==> src/rtl/evm_controller.sv <==
// Electronic voting machine controller: voter sessions, three saturating vote
// counters and a registered result/winner display once polling is closed.
module evm_controller #(
  parameter int WIDTH   = 8,
  parameter int TIMEOUT = 100
) (
  input  logic             clk,
  input  logic             rst,
  input  logic             switch_on_evm,
  input  logic             candidate_ready,
  input  logic             vote_candidate_1,
  input  logic             vote_candidate_2,
  input  logic             vote_candidate_3,
  input  logic             voting_session_done,
  input  logic [1:0]       display_results,
  input  logic             display_winner,
  output logic [1:0]       candidate_name,
  output logic             invalid_results,
  output logic [WIDTH-1:0] results,
  output logic             voting_in_progress,
  output logic             voting_done
);

  typedef enum logic [2:0] {
    S_OFF        = 3'd0,
    S_WAIT_VOTER = 3'd1,
    S_WAIT_VOTE  = 3'd2,
    S_VOTED      = 3'd3,
    S_DONE       = 3'd4
  } state_e;

  // The timer counts the cycles already spent in WAIT_VOTE: 0 .. TIMEOUT-1.
  localparam int TW = (TIMEOUT < 2) ? 1 : $clog2(TIMEOUT);
  localparam logic [TW-1:0]    TLAST = TW'(TIMEOUT - 1);
  localparam logic [WIDTH-1:0] CMAX  = '1;

  state_e           state_q, state_d;
  logic [TW-1:0]    timer_q, timer_d;
  logic [WIDTH-1:0] c1_q, c1_d, c2_q, c2_d, c3_q, c3_d;

  logic [1:0]       name_d;
  logic             inv_d;
  logic [WIDTH-1:0] res_d;
  logic             vip_d;
  logic             vdone_d;

  logic [2:0]       btn;
  logic [WIDTH-1:0] max12, maxv;
  logic [1:0]       n_at_max;

  assign btn = {vote_candidate_3, vote_candidate_2, vote_candidate_1};

  // State, timer and counters
  always_ff @(posedge clk) begin
    if (rst) begin
      state_q <= S_OFF;
      timer_q <= '0;
      c1_q    <= '0;
      c2_q    <= '0;
      c3_q    <= '0;
    end else begin
      state_q <= state_d;
      timer_q <= timer_d;
      c1_q    <= c1_d;
      c2_q    <= c2_d;
      c3_q    <= c3_d;
    end
  end

  // Next state
  always_comb begin
    state_d = state_q;
    timer_d = timer_q;
    c1_d    = c1_q;
    c2_d    = c2_q;
    c3_d    = c3_q;
    case (state_q)
      S_OFF: begin
        if (switch_on_evm) state_d = S_WAIT_VOTER;
      end
      S_DONE: begin
        state_d = S_DONE;
      end
      default: begin
        if (!switch_on_evm) begin
          state_d = S_OFF;
        end else begin
          case (state_q)
            S_WAIT_VOTER: begin
              if (voting_session_done) begin
                state_d = S_DONE;
              end else if (candidate_ready) begin
                state_d = S_WAIT_VOTE;
                timer_d = '0;
              end
            end
            S_WAIT_VOTE: begin
              // A vote on the final allowed cycle still counts.
              if (btn == 3'b001 || btn == 3'b010 || btn == 3'b100) begin
                state_d = S_VOTED;
                if (btn[0] && c1_q != CMAX) c1_d = c1_q + 1'b1;
                if (btn[1] && c2_q != CMAX) c2_d = c2_q + 1'b1;
                if (btn[2] && c3_q != CMAX) c3_d = c3_q + 1'b1;
              end else if (timer_q == TLAST) begin
                state_d = S_WAIT_VOTER;
              end else begin
                timer_d = timer_q + 1'b1;
              end
            end
            S_VOTED: begin
              if (candidate_ready && btn == 3'b000) state_d = S_WAIT_VOTER;
            end
            default: state_d = S_OFF;
          endcase
        end
      end
    endcase
  end

  // Winner search over the post-edge counter values
  always_comb begin
    max12    = (c1_d >= c2_d) ? c1_d : c2_d;
    maxv     = (max12 >= c3_d) ? max12 : c3_d;
    n_at_max = 2'(c1_d == maxv) + 2'(c2_d == maxv) + 2'(c3_d == maxv);
  end

  // Outputs, computed from the next state so they register on the same edge
  always_comb begin
    name_d  = 2'b00;
    inv_d   = 1'b0;
    res_d   = '0;
    vip_d   = (state_d == S_WAIT_VOTE) || (state_d == S_VOTED);
    vdone_d = (state_d == S_DONE);
    if (state_d == S_DONE) begin
      if (display_winner) begin
        res_d = maxv;
        if (maxv == '0 || n_at_max != 2'd1) begin
          inv_d = 1'b1;
        end else if (c1_d == maxv) begin
          name_d = 2'b01;
        end else if (c2_d == maxv) begin
          name_d = 2'b10;
        end else begin
          name_d = 2'b11;
        end
      end else begin
        case (display_results)
          2'b00:   begin name_d = 2'b01; res_d = c1_d; end
          2'b01:   begin name_d = 2'b10; res_d = c2_d; end
          2'b10:   begin name_d = 2'b11; res_d = c3_d; end
          default: inv_d = 1'b1;
        endcase
      end
    end
  end

  always_ff @(posedge clk) begin
    if (rst) begin
      candidate_name     <= 2'b00;
      invalid_results    <= 1'b0;
      results            <= '0;
      voting_in_progress <= 1'b0;
      voting_done        <= 1'b0;
    end else begin
      candidate_name     <= name_d;
      invalid_results    <= inv_d;
      results            <= res_d;
      voting_in_progress <= vip_d;
      voting_done        <= vdone_d;
    end
  end

endmodule
==> config.mk <==
export PLATFORM = sky130hd
export DESIGN_NAME = evm_controller
export DESIGN_NICKNAME = d
export VERILOG_FILES = /design/src/rtl/evm_controller.sv
export SDC_FILE = /design/constraint.sdc
export NUM_CORES = 1
export LEC_CHECK = 0
export ABC_AREA = 1
export CAP_MARGIN = 40
export CORE_MARGIN = 3
export CORE_UTILIZATION = 45
export DETAILED_ROUTE_END_ITERATION = 10
export SLEW_MARGIN = 15
export SYNTH_ARGS = -nofsm -noshare
export SYNTH_HDL_FRONTEND = slang
export SYNTH_SLANG_ARGS = --single-unit
export TNS_END_PERCENT = 1
==> constraint.sdc <==
create_clock -name clk -period 14.2 [get_ports clk]
set_clock_uncertainty 0.2 [all_clocks]
set_input_delay 2.84 -clock clk [delete_from_list [all_inputs] [get_ports clk]]
set_output_delay 2.84 -clock clk [all_outputs]
set_load 0.1 [all_outputs]
Yosys cells after proc, flatten, opt, wreduce, memory -nomap -nowiden
Cells that the tools add are included.

Register bits after elaboration: 47. Latch bits: 0. Bits in writable memories: 0. Memory bits (read-only): 0. Input port bits: 11. Output and inout bits: 13. Word-level logic and storage cells: 102. Memories: 0.

$add $sub $neg: 6. $mul: 0. Div/mod/pow operators: 0. $lt $le $gt $ge: 2. Equality and inequality tests: 24. Shift-type cells: 0. Muxes and demuxes: 41. Bitwise logic cells: 2. Reduce and logical (&&, ||, !) cells: 17.

Operator list (count): $mux W8 (18); $mux W7 (4); $add A8 B1 Y8 const B (3); $eq A8 B8 Y1 (3); $ne A8 B8 Y1 const B (3); $pmux W8 S3 (1); $mux W3 (7); $ge A8 B8 Y1 (2); $eq A3 B2 Y1 const B (5); $pmux W7 S2 (1); $eq A3 B3 Y1 const B (3); $pmux W3 S3 (1); $logic_not A8 Y1 (1); $ne A2 B2 Y1 const B (4); $add A7 B1 Y7 const B (1); $eq A7 B7 Y1 const B (1); $reduce_and A7 Y1 (1); $eq A3 B1 Y1 const B (2); $logic_not A3 Y1 (2); $mux W2 (3); $pmux W2 S3 (1); $pmux W3 S2 (1); $logic_and A1 B1 Y1 (4); $logic_or A1 B1 Y1 (4); 11 further kinds (16).

Longest topological paths before layout
Depth after elaboration: 18. Mapped depth: 43. Gate-level depth less buffers: 41.

Worst setup path before layout
Ideal clock, no wire load.

Path kind: in2reg. Start: input vote_candidate_1. End: register candidate_name[0]. Library setup time: 67 ps. Arrival: 7445 ps. Data required time: 13933 ps. Path slack: 6488 ps. Stages: 34. Path buffers: 3. Path through: o21ai_1 -> nand3_4 -> nor2_4 -> buf_6 -> nand4_1 -> nand2_2 -> inv_1 -> ha_1 -> nand2_1 -> nor2_1 -> nand4_1 -> nand3_1 -> clkbuf_1 -> nand3_1 -> nand2_1 -> inv_1 -> ha_1 -> a21oi_1 -> o21a_1 -> nand3_2 -> inv_1 -> buf_2 -> nand2_2 -> nand2_2 -> nand2_1 -> nand3_1 -> nor2_1 -> nand2_1 -> inv_1 -> fa_1 -> nand3b_1 -> a21oi_2 -> nand2_1 -> a21oi_2.

Word-level cells in the longest chain between the ends: 18. Elaborated cells between the ends (all ways): 45. Classes of those cells: add/sub (2); order compare (2); eq/ne (8); mux (24); bitwise (1); reduce/logical (8).

Ends and longest elaborated chain: start: declaration (RTL line 11) `input logic vote_candidate_1,`; $eq A3 B1 Y1 / $eq A3 B2 Y1 (equally long branches) (RTL line 99) `if (btn == 3'b001 || btn == 3'b010 || btn == 3'b100) begin`; $logic_or A1 B1 Y1 (2 in series) (RTL line 99); $mux W8 (RTL line 99); $mux W8 (RTL line 88) `case (state_q)`; $mux W8 (RTL line 85) `if (!switch_on_evm) begin`; $mux W8 (RTL line 77) `case (state_q)`; $ge A8 B8 Y1 (RTL line 122) `max12 = (c1_d >= c2_d) ? c1_d : c2_d;`; $mux W8 (RTL line 122); $ge A8 B8 Y1 (RTL line 123) `maxv = (max12 >= c3_d) ? max12 : c3_d;`; $mux W8 (RTL line 123); $eq A8 B8 Y1, on equally long branches (RTL line 124, 139, 141); $add A1 B1 Y2 (RTL line 124) `n_at_max = 2'(c1_d == maxv) + 2'(c2_d == maxv) + 2'(c3_d == maxv);`; $add A2 B1 Y2 (RTL line 124); $ne A2 B1 Y1 (RTL line 137) `if (maxv == '0 || n_at_max != 2'd1) begin`; $logic_or A1 B1 Y1 (RTL line 137); $mux W2 (RTL line 137); $mux W2 (RTL line 135) `if (display_winner) begin`; end signal: assignment (RTL line 165) `candidate_name <= name_d;`; end: declaration (RTL line 17) `output logic [1:0] candidate_name,`.

Parallel ways exist; a longest one is shown, timed or not. A chain may end at the register's enable or synchronous reset.

Worst setup path after layout
Start: input vote_candidate_2. End: register candidate_name[0].

Word-level cells in the longest chain between the ends: 18. Elaborated cells between the ends (all ways): 45. Classes of those cells: add/sub (2); order compare (2); eq/ne (8); mux (24); bitwise (1); reduce/logical (8).

Ends and longest elaborated chain: start: declaration (RTL line 12) `input logic vote_candidate_2,`; $eq A3 B1 Y1 / $eq A3 B2 Y1 (equally long branches) (RTL line 99); $logic_or A1 B1 Y1 (2 in series) (RTL line 99); $mux W8 (RTL line 99); $mux W8 (RTL line 88); $mux W8 (RTL line 85); $mux W8 (RTL line 77); $ge A8 B8 Y1 (RTL line 122); $mux W8 (RTL line 122); $ge A8 B8 Y1 (RTL line 123); $mux W8 (RTL line 123); $eq A8 B8 Y1, on equally long branches (RTL line 124, 139, 141); $add A1 B1 Y2 (RTL line 124); $add A2 B1 Y2 (RTL line 124); $ne A2 B1 Y1 (RTL line 137); $logic_or A1 B1 Y1 (RTL line 137); $mux W2 (RTL line 137); $mux W2 (RTL line 135).

Parallel ways exist; a longest one is shown, timed or not.

==> metrics.txt <==
status finished, final reports clean; n_diodes 0; max incr delay on CP 0.55 ns; reg2reg setup slack 7.11 ns; Final period util 0.689; Worst setup startpoint vote_candidate_2; GPL Wtd Cong 1.04; peak supply drop 0.0371 mV; first drt pass iteration count 6; critical path arrival 9.76 ns; GR Overflow Total 0; Max-slew headroom 0.528; Final min period 9.78 ns; area share of the leading cell type in the synthesized netlist 0.229; CTS Buf Count 5; Slew Viols, Final 0; Port-buffer cells 23; TritonCTS clock tree done; P per Cell Area 53.4 mW/mm^2; final setup fails 0; setup repair after global routing missed its margin false; clk_lat worst skew 0.30 ns; post-synthesis async set-or-reset flop share 0; Die ar. 0.0103 sq mm; per-cell routed wire length 15.6 um; Root Buffer clkbuf_8; vias 4396; fraction of the yosys area taken by sequential cells 0.229; largest cells by area after synthesis dfxtp_1 23%, nand2_1 18%, nand3_1 12%; Slew @ Worst Pin 0.706 ns; post-route setup slack 4.42 ns; post-CTS resize count 0; flops & latches, synth 47; fin nets 735; CP Launch Type input pin; beginning of the worst register-to-register path c2_q[0]; ys flop type dfxtp_1; final HPWL from detailed placement 10.2 mm; Mapped Cells 671; Leak 2.14 nW; Post-CTS Setup Bufs 0; Overall Power 251 uW; GRT Overall Usage 0.254; area leader, netlist dfxtp_1; Max clock buf depth 2; Critical Path RT 14.18 ns; Die W 102 um; Max Clk Rate 0.102 GHz; filler cell count 913; YS warnings 0; most frequent cell on the critical path nand2_1; Post-Route WL 12.6 mm; Max-Cap Viols 0; Final ANT Viol Nets 0; crit end category flop; kind of critical path in2reg; 1st-iter DRT viols 299; cts hold-fix bufs 0; initial core utilization 0.466; Crit Path Max Fanout 21; Hold Crit Start timer_q[6]; die height 102 um; pre-CTS setup slack 4.23 ns; largest net degree at the start of global routing 32; Post-Syn Area per Cell 6.12 sq um; Synthesized Nets 707; Area growth syn-to-layout 14.3%; vias in the first global route 4171; Rows 34; initial antenna violation count 0; drc violations 0; Core Area 0.00881 sq mm; share of cells above drive strength 1 0.122; first-pass GRT wire length 20.6 mm; Clock Sinks 47; mapped cell area 0.00411 sq mm; Vias/cell 5.45; Final Hold Vio Count 0; HP Class reg2reg; Post-synth EDFFs 0; TNS Setup 0 ns; CTS H-tree depth 2; Synth cell types 43; # IOs 24; Worst-path clk slew 0.09 ns; CP max stage cell clkdlybuf4s50_1
[final cells by class]
class / instances / area, sq um / share of cell area
Inverter: 94 / 353 / 0.0752
Tap cell: 108 / 135 / 0.0288
Multi-Input combinational cell: 514 / 2730 / 0.582
Sequential cell: 47 / 941 / 0.200
Clock buffer: 6 / 72.6 / 0.0155
Clock inverter: 1 / 30.0 / 0.00640
Timing Repair Buffer: 37 / 433 / 0.0922
[sequential cells by signal, indices dropped and copies added (netlist names)]
signal,count
c1_q,8
c2_q,8
c3_q,8
candidate_name,2
invalid_results,1
results,8
state_q,3
timer_q,7
voting_done,1
voting_in_progress,1
[cell usage in the layout, fill, tap and decap left out, types with 2 or more instances in the layout]
cell             Yosys  routed
nor2_1              61      61
o21ai_1              5       5
nand2_1            197     197
nand3_4              2       2
nand2_2             21      21
o21ai_0             12      12
inv_2               11      11
clkdlybuf4s50_1      0      23
nor3_4               2       2
xor2_1               2       2
a21oi_2              2       2
clkbuf_8             0       5
nand3_2              6       6
nand4_1             18      18
nor2_2               6       6
dfxtp_1             47      47
nand3_1             99      99
a21oi_1             22      22
nor3_2               2       2
ha_1                24      24
inv_1               82      82
nor3_1               7       7
buf_8                0      13
nand3b_1             2       2
o211ai_1             2       2
o21a_1               2       2
nor2_4               4       4
nand2_4              4       4
[worst paths after layout]
path                        to  cells past startpoint
max          candidate_name[0]                     31
min reg2reg         timer_q[6]                      1
max reg2reg  candidate_name[0]                     31
min                 timer_q[6]                      1
[critical path, delay by kind of cell]
family / cells / cell delay, ns
fa+ha+maj: 3 / 1.08
xor+xnor: 1 / 0.10
compound gates: 6 / 0.84
buf+inv: 5 / 1.74
simple gates: 16 / 3.14
[per-layer routing]
metal | track usage | part of all wire | up-vias | wire length, um
li1 | - | - | 2218 | -
met1 | 0.340 | 0.46 | 2026 | 5820
met2 | 0.420 | 0.46 | 122 | 5770
met3 | 0.0296 | 0.044 | 30 | 550
met4 | 0.0900 | 0.034 | 0 | 421
met5 | 0 | 0 | - | 0
[kinds of logic (layout without fill, tap and decap cells)]
group / Yosys count / after routing / synth area share
buffers and inverters: 110 / 138 / 0.106
and+or+nand+nor: 436 / 436 / 0.509
DFF: 47 / 47 / 0.229
xor gates and xnor gates: 2 / 2 / 0.00427
adders and majority gates: 25 / 25 / 0.0780
AOI/OAI and AO/OA: 51 / 51 / 0.0734
[per-stage QoR]
step,cells,utilization,hold WS [ns],area (sq um)
final,807,0.533,0.262,4690
after detailed placement,800,0.521,0.245,4590
after CTS,807,0.533,0.258,4690
after floorplan,671,-,0.222,4110
after global placement,787,0.499,0.247,4400
after global routing,807,0.533,0.270,4690
[where the power goes]
group | internal, mW | switching [mW]
Combinational | 0.00575 | 0.0125
Sequential | 0.132 | 0.000533
Clock | 0.0518 | 0.0480
[cells in the mapped netlist (3+ instances only)]
cell type,number
nand2_1,197
nand3_2,6
o21ai_1,5
ha_1,24
buf_2,3
a21oi_1,22
nor2_2,6
dfxtp_1,47
nand2_2,21
clkbuf_1,9
nor3_1,7
inv_1,82
nor2_1,61
nor2_4,4
nand2_4,4
o21ai_0,12
nand3_1,99
inv_2,11
nand4_1,18
Power figures use the tool's default switching activity.
